## src/rtl/ultrasonic_play_detect.sv

```systemverilog
// Ultrasonic ranger: periodic trigger, echo-width to cm, far-to-near play_n strobe; echo seen 2 cycles late, no backpressure.
// Optional PLAY_CONFIRM_EN: require two consecutive near readings before play_n fires.
module ultrasonic_play_detect #(
    parameter int CLK_HZ         = 50000000,
    parameter int TRIG_CYCLES    = 500,
    parameter int PERIOD_CYCLES  = 3000000,
    parameter int TIMEOUT_CYCLES = 1500000,
    parameter int CM_CYCLES      = 2900,
    parameter int NEAR_CM        = 10
) (
    input  logic       clk,
    input  logic       rst,
    input  logic       echo_in,
    output logic       trig_out,
    output logic [8:0] dist_cm,
    output logic       dist_valid,
    output logic       play_n
);

    localparam int PER_W  = $clog2(PERIOD_CYCLES + 1);
    localparam int TRIG_W = $clog2(TRIG_CYCLES + 1);
    localparam int TO_W   = $clog2(TIMEOUT_CYCLES + 1);
    localparam int SUB_W  = $clog2(CM_CYCLES + 1);
    localparam int NEAR_CLAMP = (NEAR_CM > 512) ? 512 : ((NEAR_CM < 0) ? 0 : NEAR_CM);
    localparam logic [9:0] NEAR_LIM = 10'(NEAR_CLAMP);
    localparam logic [8:0] DIST_MAX = 9'd511;

    // CLK_HZ only records the clock the cycle-count parameters were derived for.
    if (CLK_HZ > 0) begin : g_clk_hz_documented
    end

    typedef enum logic [2:0] {
        S_IDLE,
        S_TRIG,
        S_WAIT_RISE,
        S_MEASURE,
        S_DONE
    } state_t;

    state_t              r_state;
    state_t              w_state_nxt;
    logic                r_sync1;
    logic                r_sync2;
    logic                w_echo;
    logic [PER_W-1:0]    r_period_cnt;
    logic [TRIG_W-1:0]   r_trig_cnt;
    logic [TO_W-1:0]     r_to_cnt;
    logic [SUB_W-1:0]    r_sub_cnt;
    logic [8:0]          r_cm;
    logic [8:0]          r_result;
    logic                r_trig_out;
    logic [8:0]          r_dist_cm;
    logic                r_dist_valid;
    logic                r_play_n;
    logic                r_near;
    logic                w_to_done;
    logic                w_near;
`ifdef PLAY_CONFIRM_EN
    logic                r_confirm;
`endif

    assign w_echo    = r_sync2;
    assign w_to_done = (r_to_cnt == TO_W'(TIMEOUT_CYCLES - 1));
    assign w_near    = ({1'b0, r_result} < NEAR_LIM) && (r_result != DIST_MAX);

    always_ff @(posedge clk) begin
        if (!rst) begin
            r_state <= S_IDLE;
        end else begin
            r_state <= w_state_nxt;
        end
    end

    always_comb begin
        w_state_nxt = r_state;
        case (r_state)
            S_IDLE: begin
                if (r_period_cnt == '0) begin
                    w_state_nxt = S_TRIG;
                end
            end
            S_TRIG: begin
                if (r_trig_cnt == TRIG_W'(TRIG_CYCLES)) begin
                    w_state_nxt = S_WAIT_RISE;
                end
            end
            S_WAIT_RISE: begin
                if (w_echo) begin
                    w_state_nxt = S_MEASURE;
                end else if (w_to_done) begin
                    w_state_nxt = S_DONE;
                end
            end
            S_MEASURE: begin
                if (!w_echo || w_to_done) begin
                    w_state_nxt = S_DONE;
                end
            end
            S_DONE: begin
                w_state_nxt = S_IDLE;
            end
            default: begin
                w_state_nxt = S_IDLE;
            end
        endcase
    end

    always_ff @(posedge clk) begin
        if (!rst) begin
            r_sync1      <= 1'b0;
            r_sync2      <= 1'b0;
            r_period_cnt <= '0;
            r_trig_cnt   <= '0;
            r_to_cnt     <= '0;
            r_sub_cnt    <= '0;
            r_cm         <= '0;
            r_result     <= '0;
            r_trig_out   <= 1'b0;
        end else begin
            r_sync1 <= echo_in;
            r_sync2 <= r_sync1;

            if (r_period_cnt == PER_W'(PERIOD_CYCLES - 1)) begin
                r_period_cnt <= '0;
            end else begin
                r_period_cnt <= r_period_cnt + 1'b1;
            end

            // TRIG spends one setup cycle, so trig_out lags the state by one clock
            // and drops on the same edge that enters WAIT_RISE.
            r_trig_out <= (r_state == S_TRIG) && (r_trig_cnt != TRIG_W'(TRIG_CYCLES));
            if (r_state == S_TRIG) begin
                r_trig_cnt <= r_trig_cnt + 1'b1;
            end else begin
                r_trig_cnt <= '0;
            end

            if (w_state_nxt != r_state) begin
                r_to_cnt <= '0;
            end else if (r_state == S_WAIT_RISE || r_state == S_MEASURE) begin
                r_to_cnt <= r_to_cnt + 1'b1;
            end else begin
                r_to_cnt <= '0;
            end

            // The rising-edge cycle is itself one echo-high clock and is counted.
            if (r_state == S_WAIT_RISE && w_echo) begin
                r_cm      <= (CM_CYCLES == 1) ? 9'd1 : 9'd0;
                r_sub_cnt <= (CM_CYCLES == 1) ? SUB_W'(0) : SUB_W'(1);
            end else if (r_state == S_MEASURE && w_echo) begin
                if (r_sub_cnt == SUB_W'(CM_CYCLES - 1)) begin
                    r_sub_cnt <= '0;
                    if (r_cm != DIST_MAX) begin
                        r_cm <= r_cm + 9'd1;
                    end
                end else begin
                    r_sub_cnt <= r_sub_cnt + 1'b1;
                end
            end

            if (r_state == S_WAIT_RISE && !w_echo && w_to_done) begin
                r_result <= DIST_MAX;
            end else if (r_state == S_MEASURE) begin
                if (!w_echo) begin
                    r_result <= r_cm;
                end else if (w_to_done) begin
                    r_result <= DIST_MAX;
                end
            end
        end
    end

    always_ff @(posedge clk) begin
        if (!rst) begin
            r_dist_cm    <= '0;
            r_dist_valid <= 1'b0;
            r_play_n     <= 1'b1;
            r_near       <= 1'b0;
`ifdef PLAY_CONFIRM_EN
            r_confirm    <= 1'b0;
`endif
        end else begin
            r_dist_valid <= (r_state == S_DONE);
            r_play_n     <= 1'b1;
            if (r_state == S_DONE) begin
                r_dist_cm <= r_result;
`ifdef PLAY_CONFIRM_EN
                if (!w_near) begin
                    r_near    <= 1'b0;
                    r_confirm <= 1'b0;
                end else if (!r_near) begin
                    if (r_confirm) begin
                        r_play_n  <= 1'b0;
                        r_near    <= 1'b1;
                        r_confirm <= 1'b0;
                    end else begin
                        r_confirm <= 1'b1;
                    end
                end
`else
                r_near <= w_near;
                if (w_near && !r_near) begin
                    r_play_n <= 1'b0;
                end
`endif
            end
        end
    end

    assign trig_out   = r_trig_out;
    assign dist_cm    = r_dist_cm;
    assign dist_valid = r_dist_valid;
    assign play_n     = r_play_n;

endmodule

```

## config.mk

```make
export PLATFORM = sky130hd
export DESIGN_NAME = ultrasonic_play_detect
export DESIGN_NICKNAME = d
export VERILOG_FILES = /design/src/rtl/ultrasonic_play_detect.sv
export SDC_FILE = /design/constraint.sdc
export NUM_CORES = 1
export LEC_CHECK = 0
export BUFFER_PORTS_ARGS = -buffer_cell sky130_fd_sc_hd__buf_2
export CAP_MARGIN = 25
export CORE_ASPECT_RATIO = 1.5
export CORE_UTILIZATION = 39
export CTS_BUF_LIST = sky130_fd_sc_hd__clkbuf_8
export DETAILED_ROUTE_END_ITERATION = 7
export GPL_TIMING_DRIVEN = 0
export PLACE_DENSITY = 0.63
export SYNTH_ARGS = -nofsm -noshare
export SYNTH_HDL_FRONTEND = slang
export SYNTH_SLANG_ARGS = --single-unit
```

## constraint.sdc

```tcl
create_clock -name clk -period 4.37 [get_ports clk]
set_input_delay 0.874 -clock clk [delete_from_list [all_inputs] [get_ports clk]]
set_output_delay 0.874 -clock clk [all_outputs]
set_load 0.03 [all_outputs]
```

Word-level counts from Yosys, hierarchy flattened
Cells that the tools add are included.
W data, S select, Z words.
{"block": "op_classes", "add_sub_neg": 5, "multipliers": 0, "n_div": 0, "order_cmp": 1, "eq_ne": 13, "shift": 0, "mux": 14, "bitwise": 2, "n_reduce_logical": 22}
{"cell": "$mux W9", "count": 4}
{"cell": "$ne A9 B9 Y1 const B", "count": 3}
{"cell": "$add A22 B1 Y22 const B", "count": 1}
{"cell": "$eq A22 B22 Y1 const B", "count": 1}
{"cell": "$logic_not A22 Y1", "count": 1}
{"cell": "$add A21 B1 Y21 const B", "count": 1}
{"cell": "$eq A21 B21 Y1 const B", "count": 1}
{"cell": "$add A9 B1 Y9 const B", "count": 2}
{"cell": "$mux W3", "count": 5}
{"cell": "$add A12 B1 Y12 const B", "count": 1}
{"cell": "$eq A12 B12 Y1 const B", "count": 1}
{"cell": "$mux W12", "count": 1}
{"cell": "$pmux W3 S4", "count": 1}
{"cell": "$eq A9 B9 Y1 const B", "count": 1}
{"cell": "$lt A9 B4 Y1 const B", "count": 1}
{"cell": "$logic_and A1 B1 Y1", "count": 7}
{"cell": "$eq A3 B2 Y1 const B", "count": 2}
{"cell": "$reduce_and A2 Y1", "count": 3}
{"cell": "$reduce_bool A2 Y1", "count": 2}
{"cell": "$reduce_or A2 Y1", "count": 2}
{"cell": "$eq A3 B1 Y1 const B", "count": 1}
{"cell": "$eq A3 B3 Y1 const B", "count": 1}
{"cell": "$logic_not A3 Y1", "count": 1}
{"cell": "$mux W1", "count": 3}
{"cell": "7 further kinds", "count": 10}
{"block": "totals", "regBits": 100, "latchBits": 0, "ram_bits": 0, "romBits": 0, "out_inout_bits": 12, "mem_count": 0}

Logic depth before layout (Yosys ltp)
Gate-level depths: netlist of run 1.
{"block": "logic_depth", "ltp_word": 6, "ltp_mapped": 8, "ltp_nobuf": 8}

Worst setup path after synthesis of run 1
No wires, ideal clock.
{"block": "synth_timing", "path_type": "reg-to-reg", "from": "register r_to_cnt[10]", "to": "register r_result[2]", "arrival_time_ns": 1.839, "t_required_ns": 4.311, "path_slack_ns": 2.473, "path_stages_with_launch": 6, "path_buffers": 0, "synth_period_minus_slack_ns": 1.897, "path_cell_list": "dfxtp_1 -> or4b_4 -> nor4_4 -> a21oi_2 -> nor3b_4 -> o221a_2"}
{"block": "synth_via", "elab_chain_len": 4, "elab_cells_between_ends": 6, "classes_between": "2 x eq/ne; 1 x mux; 3 x reduce/logical"}
{"item": "from (decl)", "line_no": "47", "source": "logic [TO_W-1:0] r_to_cnt;"}
{"item": "from (signal assigned)", "line_no": "141", "source": "r_to_cnt <= r_to_cnt + 1'b1;"}
{"item": "$eq A21 B21 Y1 (*)", "line_no": "63", "source": "assign w_to_done = (r_to_cnt == TO_W'(TIMEOUT_CYCLES - 1));"}
{"item": "$logic_and A1 B1 Y1", "line_no": "161", "source": "if (r_state == S_WAIT_RISE && !w_echo && w_to_done) begin"}
{"item": "$ne A3 B1 Y1 (no line) or $reduce_bool A2 Y1 (tied branches)"}
{"item": "$reduce_and A2 Y1 (no line)"}
{"item": "to (signal assigned)", "line_no": "165", "source": "r_result <= r_cm;"}
{"item": "to (decl)", "line_no": "50", "source": "logic [8:0] r_result;"}
Mark *: on every way between the ends. The rest lies on a longest branch, timed or not.
A chain may end at the register's enable or synchronous reset.

Final worst setup path of run 1
{"block": "layout_timing", "from": "register r_to_cnt[0]", "to": "register r_to_cnt[6]"}
{"block": "layout_via", "elab_chain_len": 6, "elab_cells_between_ends": 9, "classes_between": "1 x add/sub; 2 x eq/ne; 4 x mux; 2 x reduce/logical"}
{"item": "$eq A21 B21 Y1", "line_no": "63"}
{"item": "$mux W3 or $logic_or A1 B1 Y1 (tied branches)", "line_no": "90, 95"}
{"item": "$mux W3 (on tied branches)", "line_no": "88, 95"}
{"item": "$pmux W3 S4", "line_no": "76", "source": "case (r_state)"}
{"item": "$ne A3 B3 Y1", "line_no": "138", "source": "if (w_state_nxt != r_state) begin"}
{"item": "$reduce_or A3 Y1 (no line)"}
Parallel ways exist; a longest one is shown, timed or not.

==> results of run 1 <==
==> critical path, delay by kind of cell (launching register included) <==
| kind | cells | cell delay, ns |
|---|---|---|
| AND/OR/NAND/NOR | 4 | 1.08 |
| flip-flops | 1 | 0.39 |
| buffers and inverters | 1 | 0.30 |
| adder cells (fa/ha/maj) | 1 | 0.28 |
| AO/OA/AOI/OAI | 1 | 0.11 |
==> layout by cell type (no fill, tap or decap), drive strengths merged, types with 2 or more instances in the layout <==
master and instances:
a211oi 3, a21oi 6, a22o 9, and2 4, and3 14, and3b 2, and4 3, and4b 2
buf 21, clkbuf 18, clkinv 2, clkinvlp 3, dfxtp 100, ha 8, inv 14, mux2i 4
nand2 27, nand2b 4, nand3 30, nand4 12, nand4b 4, nor2 63, nor2b 2, nor3 32
nor3b 3, nor4 15, nor4b 3, o21ai 7, o221a 9, or3 2, or4b 3, xnor2 32
xor2 26
==> worst max-delay path by stage <==
stage                                from           end  slack [ns]  cells past startpoint
final                         r_to_cnt[0]   r_to_cnt[6]        2.09                      7
after global routing          r_to_cnt[0]   r_to_cnt[6]        1.88                      7
after CTS                     r_to_cnt[0]   r_to_cnt[6]        2.08                      7
after detailed placement              rst    dist_cm[1]        2.08                      4
after global placement    r_period_cnt[0]  r_to_cnt[10]        2.07                      8
after floorplan              r_to_cnt[10]   r_result[2]        2.47                      5
==> state kept, by name, summed over array words and instances (netlist names) <==
| name | cells |
|---|---|
| r_period_cnt | 22 |
| r_to_cnt | 21 |
| r_sub_cnt | 12 |
| dist_cm | 9 |
| r_cm | 9 |
| r_result | 9 |
| r_trig_cnt | 9 |
| r_state | 3 |
| dist_valid | 1 |
| play_n | 1 |
| r_near | 1 |
| r_sync1 | 1 |
| r_sync2 | 1 |
| trig_out | 1 |
==> logic make-up after synthesis <==
logic type / Yosys count
AOI/OAI and AO/OA: 42
xor gates and xnor gates: 58
adders and majority gates: 8
buffers and inverters: 28
DFF: 100
muxes: 4
and+or+nand+nor: 230
==> layer usage <==
metal	track usage [%]	part of all wire [%]	routed length [um]	vias up
li1	-	-	-	1709
met1	17.2	45	3590	1547
met2	26.7	51	4130	31
met3	4.02	2.4	197	10
met4	5.65	1.8	145	0
met5	0	0	0	-
==> area by class of cell <==
class | instances | area [sq um] | share of cell area (%)
inverter | 13 | 48.8 | 1.02
buffer | 15 | 63.8 | 1.34
clock inverter | 6 | 48.8 | 1.02
tap | 144 | 180 | 3.77
sequential | 100 | 2000 | 41.9
clock buffer | 10 | 138 | 2.88
timing repair buffer | 14 | 70.1 | 1.47
multi-input combinational | 342 | 2230 | 46.6
==> power by group through the flow <==
stage | combinational, mW | clock, mW | sequential, mW
after global routing | 0.0766 | 0.606 | 0.924
after global placement | 0.0690 | 0 | 0.943
after floorplan | 0.0492 | 0 | 0.944
final | 0.0678 | 0.549 | 0.922
after detailed placement | 0.0689 | 0 | 0.944
after CTS | 0.0691 | 0.569 | 0.922
==> per-stage QoR <==
step | util (%) | hold WS (ns) | cell area (sq um) | instances
2_1_floorplan | - | 0.412 | 4340 | 470
4_1_cts | 44.6 | 0.446 | 4780 | 644
5_1_grt | 44.6 | 0.471 | 4780 | 644
6_report | 44.6 | 0.442 | 4780 | 644
3_3_place_gp | 42.9 | 0.422 | 4590 | 628
3_5_place_dp | 42.9 | 0.419 | 4590 | 628
==> impl_metrics.py, run 1 <==
metrics = {
    "timing": {
        "slew_headroom_pct": 37.8,
        "max_freq_ghz": 0.439,
        "setup_slack_ns": 2.09,
        "fin_setup_tns_ns": 0,
        "slew_viol_final": 0,
        "min_period_ns": 2.28,
        "finClkSkew_ns": 0.00800,
        "finalSetupViolations": 0,
        "worst_pin_slew_ns": 0.924,
        "hold_viol": 0,
        "period_share_pct": 52.1,
        "rsz0062_at_grt": "no",
    },
    "logic_synthesis": {
        "yosysTopAreaCell": "dfxtp_1",
        "yosys.area_share.simple_pct": 28.7,
        "synth_top_family_by_area": "simple AND/OR/NAND/NOR gates",
        "netlist_top_cells_count": "dfxtp_1 (100), nor2_1 (63), xnor2_1 (32)",
        "synthAdderAreaFrac_pct": 2.31,
        "synth_edf_count": 0,
        "async_flop_share_pct": 0,
        "avgSynthCellArea_sq_um": 9.23,
        "synth_area_leaders": "dfxtp_1 (46%), xnor2_1 (6.5%), nor2_1 (5.4%)",
        "synth_area_sq_mm": 0.00434,
        "synth_mux_area_share_pct": 0.922,
        "synthMostInstantiatedCell": "dfxtp_1",
        "synth_cell_types": 53,
        "synth_cells": 470,
        "synth_nets": 481,
        "yosysSeqAreaShare_pct": 46.1,
        "synth_top_area_share_pct": 46.1,
        "synth_seq_cells": 100,
        "yosys.area_share.xor_xnor_pct": 11.7,
        "synth-compound-area-share_pct": 7.64,
        "synthFlopType": "dfxtp_1",
        "yosysWarnings": 0,
    },
    "route": {
        "drtIter0Drc": 124,
        "wl_mm": 8.06,
        "vias": 3297,
        "wl_per_cell_um": 12.5,
        "drc": 0,
        "first_pass_iters": 4,
        "antenna_left": 0,
        "viasPerCell": 5.12,
    },
    "final_layout": {
        "finalNetCount": 506,
        "area_growth_pct": 10.1,
        "n_fill_cell": 1083,
        "drive_above_1_share_pct": 10.8,
        "n_antenna_cell": 0,
    },
    "global_route": {
        "grt_pass1_vias": 3238,
        "grt_max_degree": 18,
        "groute.usage.overall_pct": 15.2,
        "grt_pass1_wl_mm": 14.1,
        "antenna_found_initial": 0,
        "overflow": 0,
    },
    "floorplanning": {
        "die_height_um": 131,
        "die_area_sq_mm": 0.0116,
        "die_x_um": 88.1,
        "io_pins": 15,
        "initial_core_util_pct": 40.5,
        "core_area_sq_mm": 0.0107,
        "fp-row-count": 46,
    },
    "setup_path": {
        "crit_path_start_kind": "register",
        "worstRegToRegCells": 7,
        "crit_chain": "ha_1 -> nand3_1 -> nor4_4 -> a21oi_1 -> nor3_1 -> buf_2 -> nor3_1",
        "arrival_ns": 2.53,
        "slowest_delay_ns": 0.39,
        "crit_path_max_fanout": 10,
        "ff2ff_setup_slack_ns": 2.09,
        "worstPathRequired_ns": 4.63,
        "cp_common_cell": "nor3_1",
        "critPathKind": "register to register",
        "crit_path_top_delay_cell": "dfxtp_1",
        "cp-end-kind": "register",
        "r2r_end": "r_to_cnt[6]",
        "worst_r2r_startpoint": "r_to_cnt[0]",
    },
    "placed_design": {
        "io_buffers": 14,
        "dp_hpwl_mm": 6.04,
        "gp_congestion": 0.794,
        "preCtsSetupSlack_ns": 2.08,
    },
    "power_and_ir_drop": {
        "vdd_ir_drop_max_mv": 0.134,
        "leakage_nw": 1.65,
        "seqPwrFrac_pct": 59.9,
        "finalPower_mw": 1.54,
        "switchingPower_uw": 376,
        "switching_share_pct": 24.5,
        "p_comb_share_pct": 4.4,
        "powerDensity_mw_per_mm2": 322,
        "clockPowerShare_pct": 35.7,
        "intPower_mw": 1.16,
    },
    "clock_network": {
        "cts_max_path_buffers": 2,
        "clk-insertion-delay-late_ns": 0.37,
        "cts_inserted_buffers": 9,
        "ctsHoldBuffers": 0,
        "cts_sinks": 100,
        "cts_resized": 0,
        "h-tree-depth": 3,
        "cts_root_buf": "clkbuf_8",
        "postCtsSetupBuffers": 0,
        "path_clk_slew_ns": 0.10,
        "cts_tree": "done",
    },
    "worst_hold_path": {
        "min_path_cells": 1,
        "hold_path_end": "play_n",
        "min_path_type": "register to register",
        "min_from": "r_near",
    },
    "status": {
        "status": "finished clean",
    },
    "flow_run": {
        "max_cap_violations": 0,
    },
}
Power figures use the tool's default switching activity.
==> run 2, diff against run 1 <==
--- a/config.mk
+++ b/config.mk
@@ -5,6 +5,7 @@
 export SDC_FILE = /design/constraint.sdc
 export NUM_CORES = 1
 export LEC_CHECK = 0
+export ABC_AREA = 1
 export BUFFER_PORTS_ARGS = -buffer_cell sky130_fd_sc_hd__buf_2
 export CAP_MARGIN = 25
 export CORE_ASPECT_RATIO = 1.5
==> constraint.sdc (replaced) <==
create_clock -name clk -period 2.1 [get_ports clk]
set_input_delay 0.42 -clock clk [delete_from_list [all_inputs] [get_ports clk]]
set_output_delay 0.42 -clock clk [all_outputs]
set_load 0.03 [all_outputs]
==> run 2 against run 1 <==
Die area increased by 12%. Critical path type unchanged. Clock power increased by 140%. Synthesized cell count is 43% higher. Cell area up 12%. Critical endpoint is now r_result[0]. Sequential cell count stayed put. Area after synthesis increased by 12%. Highest routed layer unchanged. Sequential power grew 110%. Combinational power grew 42%. Register-to-register slack got worse by 1.8 ns.
==> impl_metrics.py, run 2 <==
metrics = {
    "global_route": {
        "groute.usage.overall_pct": 16.1,
        "grt_pass1_vias": 4070,
        "antenna_found_initial": 0,
        "grt_max_degree": 17,
        "overflow": 0,
        "grt_pass1_wl_mm": 17.0,
    },
    "logic_synthesis": {
        "async_flop_share_pct": 0,
        "synthMostInstantiatedCell": "nand2_1",
        "synth_seq_cells": 100,
        "yosysWarnings": 0,
        "synth_area_sq_mm": 0.00488,
        "synthFlopType": "dfxtp_1",
        "netlist_top_cells_count": "nand2_1 (120), dfxtp_1 (100), nor2_1 (97)",
        "synth_cells": 672,
        "synth_nets": 683,
        "yosysSeqAreaShare_pct": 41.1,
        "synth_area_leaders": "dfxtp_1 (41%), nand2_1 (9.2%), nor2_1 (7.5%)",
        "avgSynthCellArea_sq_um": 7.26,
        "yosysTopAreaCell": "dfxtp_1",
        "synth_edf_count": 0,
        "synth_top_area_share_pct": 41.1,
        "synth_cell_types": 36,
    },
    "power_and_ir_drop": {
        "finalPower_mw": 3.34,
        "powerDensity_mw_per_mm2": 625,
        "vdd_ir_drop_max_mv": 0.269,
        "leakage_nw": 2.08,
    },
    "final_layout": {
        "n_antenna_cell": 0,
        "area_growth_pct": 9.70,
        "n_fill_cell": 1230,
        "fin_util_pct": 44.3,
        "final_cell_area_sq_mm": 0.00535,
        "finalNetCount": 707,
        "top_regs": "r_period_cnt (22), r_to_cnt (21), r_sub_cnt (12)",
        "drive_above_1_share_pct": 13.0,
        "final_cell_mix": "nand2_1 (120), dfxtp_1 (100), nor2_1 (97)",
        "largest_reg_flops": 22,
        "regMostFlops": "r_period_cnt",
        "mostFrequentLayoutCell": "nand2_1",
    },
    "timing": {
        "slew_headroom_pct": 71.2,
        "hold_viol": 0,
        "finClkSkew_ns": 0.0107,
        "min_period_ns": 1.83,
        "hold_ws_ns": 0.248,
        "rsz0062_at_grt": "no",
        "period_share_pct": 86.9,
        "finalSetupViolations": 0,
        "worst_pin_slew_ns": 0.433,
        "slew_viol_final": 0,
        "max_freq_ghz": 0.548,
        "fin_setup_tns_ns": 0,
    },
    "setup_path": {
        "worstPathRequired_ns": 2.37,
        "crit_path_start_kind": "register",
        "arrival_ns": 2.10,
        "cp_num_buf_inv": 2,
        "cp-end-kind": "register",
        "critPathKind": "register to register",
        "crit_family": "simple AND/OR/NAND/NOR gates",
        "crit_path_top_delay_cell": "dfxtp_1",
        "crit_path_max_fanout": 10,
        "crit_chain": "ha_1 -> nand3_2 -> nor2_2 -> nand4_4 -> nand2_2 -> buf_6 -> inv_2 -> nor2_1 -> nor2_1",
        "cp_common_cell": "nor2_1",
        "slowest_delay_ns": 0.39,
    },
    "clock_network": {
        "cts_inserted_buffers": 9,
        "cts_sinks": 100,
        "postCtsSetupBuffers": 0,
        "cts_resized": 0,
        "ctsHoldBuffers": 0,
        "path_clk_slew_ns": 0.09,
        "cts_root_buf": "clkbuf_8",
        "h-tree-depth": 3,
        "cts_max_path_buffers": 2,
        "clk-insertion-delay-late_ns": 0.37,
        "cts_tree": "done",
    },
    "worst_hold_path": {
        "min_path_type": "input port to register",
    },
    "route": {
        "vias": 4085,
        "wl_mm": 9.57,
        "viasPerCell": 4.78,
        "drtIter0Drc": 134,
        "drc": 0,
        "first_pass_iters": 5,
        "antenna_left": 0,
        "wl_per_cell_um": 11.2,
    },
    "floorplanning": {
        "io_pins": 15,
        "die_height_um": 139,
        "fp-row-count": 49,
        "die_area_sq_mm": 0.0130,
        "initial_core_util_pct": 40.4,
        "core_area_sq_mm": 0.0121,
        "die_x_um": 93.3,
    },
    "placed_design": {
        "dpl_cell_area_sq_mm": 0.00513,
        "dp_hpwl_mm": 7.40,
        "io_buffers": 13,
        "gp_congestion": 0.872,
    },
    "flow_run": {
        "max_cap_violations": 0,
    },
    "status": {
        "status": "finished clean",
    },
}
run 2: cell count changes after synthesis, sizes merged, moves of 9 or more:
| cell | previous run | this run |
|---|---|---|
| nand2 | 27 | 125 |
| inv | 13 | 91 |
| nor2 | 63 | 130 |
| nand3 | 30 | 52 |
| a21oi | 6 | 27 |
| xnor2 | 32 | 12 |
| o21ai | 7 | 23 |
| nor4 | 15 | 1 |
| and3 | 14 | 1 |
| nor3 | 32 | 22 |
| a22o | 9 | 0 |
| nand4 | 12 | 21 |
| o221a | 9 | 0 |
run 2: metrics by stage:
step,setup slack [ns],std cells
finish,0.274,854
global route,0.103,854
detailed placement,0.280,838
global placement,0.317,838
floorplan,0.513,672
CTS,0.267,854
run 2: logic make-up (layout without fill, tap and decap cells):
kind of cell / count (synthesis) / count (layout) / share of synthesized area, %
buffers and inverters: 106 / 135 / 8.83
xor gates and xnor gates: 37 / 37 / 6.65
adders and majority gates: 8 / 8 / 2.05
AOI/OAI and AO/OA: 56 / 56 / 6.03
and+or+nand+nor: 365 / 365 / 35.4
DFF: 100 / 100 / 41.1
run 2: report_power, final:
group	internal, mW	switching [mW]
Sequential	1.91	0.00992
Clock	0.666	0.664
Combinational	0.0283	0.0682
run 2: path summary, 6_finish.rpt:
| path | from | to | slack, ns | cells past startpoint |
|---|---|---|---|---|
| setup / recovery | r_to_cnt[0] | r_result[0] | 0.27 | 9 |
| setup reg to reg | r_to_cnt[0] | r_result[0] | 0.27 | 9 |
| hold reg to reg | r_sync1 | r_sync2 | 0.43 | 2 |
| hold / removal | echo_in | r_sync1 | 0.25 | 3 |
run 2: tightest hold or removal path: stages:
cell and delay (ns):
buf_2 0.09, nand2_1 0.05, inv_1 0.04
run 2: layout make-up:
| cell class | instances | area [sq um] | share of cell area, % |
|---|---|---|---|
| buffer | 14 | 85.1 | 1.59 |
| sequential | 100 | 2000 | 37.4 |
| timing repair buffer | 13 | 65.1 | 1.22 |
| tap | 153 | 191 | 3.58 |
| clock buffer | 9 | 124 | 2.32 |
| clock inverter | 7 | 92.6 | 1.73 |
| inverter | 92 | 345 | 6.46 |
| multi-input combinational | 466 | 2440 | 45.7 |
run 2: metal layers:
layer,part of all wire [%],vias to the layer above,wire (um),GRT usage (%)
met3,2.0,21,189,3.23
li1,-,2175,-,-
met1,43,1861,4120,17.3
met2,53,28,5030,29.7
met5,0,-,0,0
met4,2.4,0,229,7.04
